<file path="config.mk">
export PLATFORM = sky130hd
export DESIGN_NAME = joypad_if
export DESIGN_NICKNAME = d
export VERILOG_FILES = /design/src/rtl/joypad_if.sv
export SDC_FILE = /design/constraint.sdc
export NUM_CORES = 1
export LEC_CHECK = 0
export CAP_MARGIN = 20
export CORE_MARGIN = 4
export CORE_UTILIZATION = 50
export DETAILED_ROUTE_END_ITERATION = 12
export PLACE_DENSITY = 0.78
export SLEW_MARGIN = 5
export SYNTH_ARGS = -nofsm -noshare
export SYNTH_HDL_FRONTEND = slang
export SYNTH_SLANG_ARGS = --single-unit
</file>
<file path="constraint.sdc">
create_clock -name clk_ph2 -period 4.65 [get_ports clk_ph2]
set_input_delay 0.6975 -clock clk_ph2 [delete_from_list [all_inputs] [get_ports clk_ph2]]
set_output_delay 0.6975 -clock clk_ph2 [all_outputs]
set_load 0.005 [all_outputs]
</file>
<file path="src/rtl/joypad_if.sv">
// joypad_if - NES controller port peripheral ($4016/$4017).
//
// Polls both physical pads over the latch/clock/serial-data protocol once
// every POLL_DIV cycles and presents the 4021-style strobe/shift-register
// interface to the 6502 bus.
//
// Optional build macro: JOYPAD_PAD2_EN builds the second pad (sr2, btn2,
// capture2). When it is undefined, $4017 reads return 8'h40 and btn2_dbg is 0.
//
// Ports:
//   clk_ph2       sole clock, one rising edge per CPU bus cycle
//   rst           asynchronous active-low reset
//   Addr_bus      CPU address
//   Data_bus_out  CPU write data
//   R_nW          1 = read, 0 = write
//   rd_data       read byte (combinational)
//   rd_hit        read of $4016/$4017 in progress; selects rd_data upstream
//   pad_latch     latch pulse to both pads
//   pad_clk       shift clock to both pads, idles high
//   pad1_data     pad 1 serial data, active-low
//   pad2_data     pad 2 serial data, active-low
//   btn1_dbg      committed pad 1 buttons, active-high
//   btn2_dbg      committed pad 2 buttons, active-high
module joypad_if #(
  parameter int unsigned POLL_DIV = 29780,
  parameter int unsigned PAD_HALF = 6
) (
  input  logic        clk_ph2,
  input  logic        rst,
  input  logic [15:0] Addr_bus,
  input  logic [7:0]  Data_bus_out,
  input  logic        R_nW,
  output logic [7:0]  rd_data,
  output logic        rd_hit,
  output logic        pad_latch,
  output logic        pad_clk,
  input  logic        pad1_data,
  input  logic        pad2_data,
  output logic [7:0]  btn1_dbg,
  output logic [7:0]  btn2_dbg
);

  localparam int unsigned LATCH_LEN = 2 * PAD_HALF;
  localparam int unsigned PCW = (POLL_DIV > 1) ? $clog2(POLL_DIV) : 1;
  localparam int unsigned PHW = (LATCH_LEN > 1) ? $clog2(LATCH_LEN) : 1;

  typedef enum logic [2:0] {
    S_IDLE,
    S_LATCH,
    S_CLK_LO,
    S_CLK_HI,
    S_COMMIT
  } state_t;

  state_t         state, state_nx;
  logic [PCW-1:0] poll_cnt;
  logic [PHW-1:0] phase_cnt;
  logic [2:0]     bit_idx;
  logic           poll_wrap;
  logic           phase_end;

  logic [7:0]     capture1, btn1, sr1;
  logic           strobe;

  logic           hit16, hit17, rd16, rd17, wr16;

  assign hit16  = (Addr_bus == 16'h4016);
  assign hit17  = (Addr_bus == 16'h4017);
  assign rd16   = R_nW & hit16;
  assign rd17   = R_nW & hit17;
  assign wr16   = ~R_nW & hit16;
  assign rd_hit = rd16 | rd17;

  assign poll_wrap = (poll_cnt == PCW'(POLL_DIV - 1));

  // Poll FSM: next state and phase-end detection.
  always_comb begin
    state_nx  = state;
    phase_end = 1'b0;
    unique case (state)
      S_IDLE: begin
        if (poll_wrap) state_nx = S_LATCH;
      end
      S_LATCH: begin
        phase_end = (phase_cnt == PHW'(LATCH_LEN - 1));
        if (phase_end) state_nx = S_CLK_LO;
      end
      S_CLK_LO: begin
        phase_end = (phase_cnt == PHW'(PAD_HALF - 1));
        if (phase_end) state_nx = S_CLK_HI;
      end
      S_CLK_HI: begin
        phase_end = (phase_cnt == PHW'(PAD_HALF - 1));
        if (phase_end) state_nx = (bit_idx == 3'd7) ? S_COMMIT : S_CLK_LO;
      end
      S_COMMIT: state_nx = S_IDLE;
      default:  state_nx = S_IDLE;
    endcase
  end

  assign pad_latch = (state == S_LATCH);
  assign pad_clk   = (state != S_CLK_LO);

  always_ff @(posedge clk_ph2 or negedge rst) begin
    if (!rst) begin
      state     <= S_IDLE;
      poll_cnt  <= '0;
      phase_cnt <= '0;
      bit_idx   <= '0;
      capture1  <= '0;
      btn1      <= '0;
    end else begin
      state <= state_nx;

      if (state == S_IDLE) poll_cnt <= poll_wrap ? '0 : poll_cnt + 1'b1;
      else                 poll_cnt <= '0;

      if (phase_end || state == S_IDLE || state == S_COMMIT) phase_cnt <= '0;
      else                                                    phase_cnt <= phase_cnt + 1'b1;

      if (state == S_LATCH && phase_end) begin
        capture1[0] <= ~pad1_data;
        bit_idx     <= 3'd1;
      end
      if (state == S_CLK_HI && phase_end) begin
        capture1[bit_idx] <= ~pad1_data;
        if (bit_idx != 3'd7) bit_idx <= bit_idx + 3'd1;
      end
      if (state == S_COMMIT) btn1 <= capture1;
    end
  end

  // Strobe and pad 1 shift register. Reload while strobe is high uses the
  // registered strobe, so a write of 0 still reloads on its own edge.
  always_ff @(posedge clk_ph2 or negedge rst) begin
    if (!rst) begin
      strobe <= 1'b0;
      sr1    <= '1;
    end else begin
      if (wr16) strobe <= Data_bus_out[0];
      if (strobe)    sr1 <= btn1;
      else if (rd16) sr1 <= {1'b1, sr1[7:1]};
    end
  end

  assign btn1_dbg = btn1;

`ifdef JOYPAD_PAD2_EN
  logic [7:0] capture2, btn2, sr2;

  always_ff @(posedge clk_ph2 or negedge rst) begin
    if (!rst) begin
      capture2 <= '0;
      btn2     <= '0;
      sr2      <= '1;
    end else begin
      if (state == S_LATCH && phase_end)  capture2[0]       <= ~pad2_data;
      if (state == S_CLK_HI && phase_end) capture2[bit_idx] <= ~pad2_data;
      if (state == S_COMMIT) btn2 <= capture2;
      if (strobe)    sr2 <= btn2;
      else if (rd17) sr2 <= {1'b1, sr2[7:1]};
    end
  end

  assign btn2_dbg = btn2;

  logic unused;
  assign unused = &{1'b0, Data_bus_out[7:1]};
`else
  assign btn2_dbg = '0;

  logic unused;
  assign unused = &{1'b0, Data_bus_out[7:1], pad2_data};
`endif

  // While strobe is high the pad's A bit is passed through live, so a read in
  // the cycle right after a reload or commit already sees the new value.
  always_comb begin
    rd_data = '0;
    if (rd16) begin
      rd_data = {7'b0100000, strobe ? btn1[0] : sr1[0]};
    end else if (rd17) begin
`ifdef JOYPAD_PAD2_EN
      rd_data = {7'b0100000, strobe ? btn2[0] : sr2[0]};
`else
      rd_data = 8'h40;
`endif
    end
  end

endmodule

</file>
=== Word level (Yosys, flattened, before mapping) ===
Index checks and enable logic that the tools add are counted.

* $add $sub $neg: 3
* Order comparisons: 2
* Equality and inequality tests: 16
* Multiplexer cells: 23
* Bitwise logic cells: 6
* Reduce and logical (&&, ||, !) cells: 9

{| class="wikitable"
|+ Operators with widths
! cell !! count
|-
| == test 16 x 15 -> 1 bit (second input constant) || 2
|-
| two-way mux 15 bit || 2
|-
| two-way mux 3 bit || 8
|-
| two-way mux 8 bit || 2
|-
| adder 15 x 1 -> 15 bit (second input constant) || 1
|-
| == test 15 bit (second input constant) || 1
|-
| two-way mux 7 bit || 2
|-
| case mux 3 bit (4 select lines) || 1
|-
| bitwise mux 8 bit || 1
|-
| == test 3 x 2 -> 1 bit (second input constant) || 2
|-
| == test 3 bit (second input constant) || 2
|-
| != test 2 bit (second input constant) || 3
|-
| adder 4 x 1 -> 4 bit (second input constant) || 1
|-
| == test 4 x 3 -> 1 bit (second input constant) || 1
|-
| == test 4 bit (second input constant) || 1
|-
| less-than comparator 3 x 4 -> 1 bit (second input constant) || 1
|-
| two-way mux 1 bit || 4
|-
| two-way mux 4 bit || 1
|-
| AND reduction 4 bit || 1
|-
| adder 3 x 1 -> 3 bit (second input constant) || 1
|-
| AND 1 bit || 3
|-
| demux 1 bit (select 3 bit) || 1
|-
| == test 3 x 1 -> 1 bit (second input constant) || 1
|-
| greater-or-equal comparator 3 x 1 -> 1 bit (second input constant) || 1
|-
| other kinds (11) || 15
|}

* Flip-flop bits (word level): 50
* Input port bits: 29
* Output and inout port bits: 27

=== Depth between registers and ports, before layout ===
* Depth after elaboration: 7
* Gate-level depth with buffers: 6

=== Worst setup path after synthesis ===
OpenSTA, ideal clock, no wires.

* Path kind: in2out
* Start point: input port Addr_bus[3]
* End point: output port rd_data[0]
* Arrival time: 1.563 ns
* Required time: 3.953 ns
* Slack: 2.389 ns
* Stages on the path: 3
* Path buffers: 0
* Path through: nor4bb_1 > nand4_1 > nor3_1

* Word-level cells in the longest chain between the ends: 3

{| class="wikitable"
|+ Ends and longest elaborated chain
! what !! RTL line !! source
|-
| start, declared || 30 || <nowiki>input logic [15:0] Addr_bus,</nowiki>
|-
| == test 16 x 15 -> 1 bit || 67 || <nowiki>assign hit16 = (Addr_bus == 16'h4016);</nowiki>
|-
| AND 1 bit || 69 || <nowiki>assign rd16 = R_nW & hit16;</nowiki>
|-
| two-way mux 7 bit || 180 || <nowiki>if (rd16) begin</nowiki>
|-
| end, declared || 33 || <nowiki>output logic [7:0] rd_data,</nowiki>
|}

Every way passes these cells.

=== Worst setup path in the final report ===
* Start point: input port Addr_bus[14]
* End point: output port rd_data[0]

The elaborated chain is that of the path after synthesis.

==> impl_metrics.tcl <==
set metrics [dict create \
    first_pass_iters 6 \
    cts.hold.buffers_added 0 \
    postSynthRegisterBits 50 \
    totalPowerFinal_uw 792 \
    timing.critical_path.to "rd_data[0]" \
    synth_compound_gate_area_share_pct 8.02 \
    drt_first_iter_violations 66 \
    ant_nets 0 \
    fin_area_um2 3070 \
    initial_utilization_pct 51.9 \
    nets 321 \
    vdd.ir_drop.worst_mv 0.155 \
    grt_setup_unrepaired "no" \
    synth_xor_xnor_area_share_pct 4.60 \
    synth.most_common_cell "sky130_fd_sc_hd__dfrtp_1" \
    core_area_um2 5140 \
    p_leak_nw 1.36 \
    post-route-period-util_pct 76.2 \
    die_h_um 81.0 \
    place_area_um2 2960 \
    number_of_global_route_vias_before_repair 1823 \
    worst_setup_path_start_kind "input pin" \
    globalRouteTotalUtil_pct 15.4 \
    status "finished, final reports clean" \
    yosysUniqueCellTypes 51 \
    postSynth.topFlopCell "sky130_fd_sc_hd__dfrtp_1" \
    muxShareOfSynthArea_pct 6.75 \
    cts_tree "done" \
    layout_cell_share_with_drive_strength_beyond_1_pct 13.9 \
    floorplan.die_area_um2 6570 \
    synth-seq-area-share_pct 47.3 \
    antenna_found_initial 0 \
    die-width_um 81.0 \
    syn2layout_area_growth_pct 15.2 \
    dp_hpwl_um 3380 \
    hold_class "input pin to async pin" \
    wirelength_um 4630 \
    num_antenna_cells 0 \
    cell_rows 26 \
    route.detailed.drc 0 \
    period_needed_ps 3540 \
    rr_worst_depth 5 \
    yosys.area.top_type "sky130_fd_sc_hd__dfrtp_1" \
    insertion_delay_ps 310 \
    setup-violations-final 0 \
    numClockSinks 50 \
    timing.critical_path.arrival_ps 2850 \
    synth_edf_count 0 \
    reg2reg_setup_slack_ps 2780 \
    register_clock_pin_slew_on_the_reported_worst_setup_and_hold_paths_ps 100 \
    syn_avg_cell_area_um2 10.4 \
    report.final.hold_viol_count 0 \
    cts_buffers 5 \
    maxClockFrequency_ghz 0.282 \
    netlist_top_cells_count "sky130_fd_sc_hd__dfrtp_1, sky130_fd_sc_hd__buf_4, sky130_fd_sc_hd__nor2_1" \
    timing.rr.start "poll_cnt[0]" \
    yosys.area_share.simple_pct 22.2 \
    max_slew.worst_pin.slew_ps 612 \
    io_pins 56 \
    root_buffer "sky130_fd_sc_hd__clkbuf_8" \
    postCtsSetupBuffers 0 \
    relSlewSlack_pct 59.2 \
    largest_family_of_logic_cells_by_synthesized_area "simple AND/OR/NAND/NOR gates" \
    post_cts_resize_count 0 \
    place.gp.congestion 0.783 \
    clk_path_buf_depth 2 \
    final_critical_path_setup_slack_ps 1110 \
    num_vias 1892 \
    crit_path_max_fanout 9 \
    htree_num_levels 2 \
    grt_first_pass_wirelength_um 8050 \
    final_util_pct 59.8 \
    routedWlPerCell_um 12.9 \
    postSynthCellCount 257 \
    grt_overflow 0 \
    power_per_cell_area_nw_per_um2 257 \
    crit-reg2reg-capture "state[0]" \
    pin_count_of_the_biggest_net_entering_global_routing 51 \
    number_of_vias_per_cell 5.28 \
    synth_area_um2 2670 \
    timing_max_transition_violations_final 0 \
    tns_setup_ps 0 \
    port_buffers 33 \
    drv.max_cap_violation_count 0 \
    synth-async-reset-ratio_pct 100 \
    dp_worst_setup_slack_ps 1150 \
    finalClockSkew_ps 14.3 \
    post_synth_fa_ha_maj_area_fraction_pct 2.35 \
    ys_top_cells_by_area "sky130_fd_sc_hd__dfrtp_1, sky130_fd_sc_hd__dfstp_2, sky130_fd_sc_hd__buf_4" \
    yosys.area.top_type_share_pct 39.4 \
    cp_data_required_time_ps 3950 \
    critical_path.startpoint "Addr_bus[14]" \
    ys.warnings.count 0 \
    critPathCaptureType "output pin" \
    worst-setup-path-type "input pin to output pin" \
]
cell usage in the layout (no fill, tap or decap), types with 7 or more instances in the layout:
| master | count |
|---|---|
| sky130_fd_sc_hd__a21oi_1 | 11 |
| sky130_fd_sc_hd__a31oi_1 | 7 |
| sky130_fd_sc_hd__clkdlybuf4s50_1 | 32 |
| sky130_fd_sc_hd__conb_1 | 14 |
| sky130_fd_sc_hd__dfrtp_1 | 42 |
| sky130_fd_sc_hd__dfstp_2 | 8 |
| sky130_fd_sc_hd__inv_1 | 12 |
| sky130_fd_sc_hd__mux2_1 | 8 |
| sky130_fd_sc_hd__mux2i_1 | 9 |
| sky130_fd_sc_hd__nand2_1 | 12 |
| sky130_fd_sc_hd__nand3_1 | 8 |
| sky130_fd_sc_hd__nand3b_1 | 7 |
| sky130_fd_sc_hd__nand4_1 | 7 |
| sky130_fd_sc_hd__nor2_1 | 15 |
| sky130_fd_sc_hd__nor2_2 | 10 |
| sky130_fd_sc_hd__nor2b_1 | 7 |
| sky130_fd_sc_hd__o21ai_0 | 11 |
| sky130_fd_sc_hd__xor2_1 | 12 |
stage by stage:
step	hold WS, ps	std cells
2_1_floorplan	402	270
3_3_place_gp	452	350
3_5_place_dp	470	350
4_1_cts	485	358
5_1_grt	501	358
6_report	471	358
registers in the layout, summed over array words and instances (netlist names):
signal     count
capture1       8
btn1_dbg       8
strobe         1
sr1            8
bit_idx        3
phase_cnt      4
state          3
poll_cnt      15
logic make-up (layout without fill, tap and decap cells):
group	count (synthesis)	in the layout
AND/OR/NAND/NOR	96	96
buffers and inverters	38	56
flip-flops	50	50
other	1	14
XOR/XNOR	14	14
AO/OA/AOI/OAI	36	36
multiplexers	17	17
adder cells (fa/ha/maj)	5	5
layer usage:
metal	wire length, µm	track usage [%]	up-vias
met4	39	4.22	0
met1	2080	19.9	905
li1	-	-	922
met2	2130	25.0	58
met5	0	0	-
met3	385	4.66	7
where the power goes:
part / switching [mW] / internal, mW / total [mW] / leakage (nW)
sequential: 0.00232 / 0.439 / 0.442 / 0.637
combinational: 0.0189 / 0.0180 / 0.0370 / 0.665
clock: 0.150 / 0.163 / 0.313 / 0.0587
total: 0.171 / 0.621 / 0.792 / 1.36
worst max-delay path, stage by stage:
cell	delay (ps)
sky130_fd_sc_hd__clkdlybuf4s50_1	440
sky130_fd_sc_hd__nor4bb_1	480
sky130_fd_sc_hd__nand4_1	420
sky130_fd_sc_hd__nor3_1	270
sky130_fd_sc_hd__clkdlybuf4s50_1	540
layout make-up:
class                   count  area [µm²]
clock buffers               5        68.8
multi-input cells         182        1220
flip-flops and latches     50        1260
clock inverters             3        47.5
fillers                   455        2070
well taps                  70        87.6
repair buffers             34         333
inverters                  14        52.6
worst min path at each step:
stage                             end  slack (ps)  cells past startpoint
after CTS                      strobe         490                      2
after global placement    poll_cnt[0]         450                      1
final                     btn1_dbg[4]         470                      2
after floorplan            bit_idx[0]         400                      0
after global routing      poll_cnt[0]         500                      1
after detailed placement  poll_cnt[0]         470                      1
(Power assumes the default switching activity.)
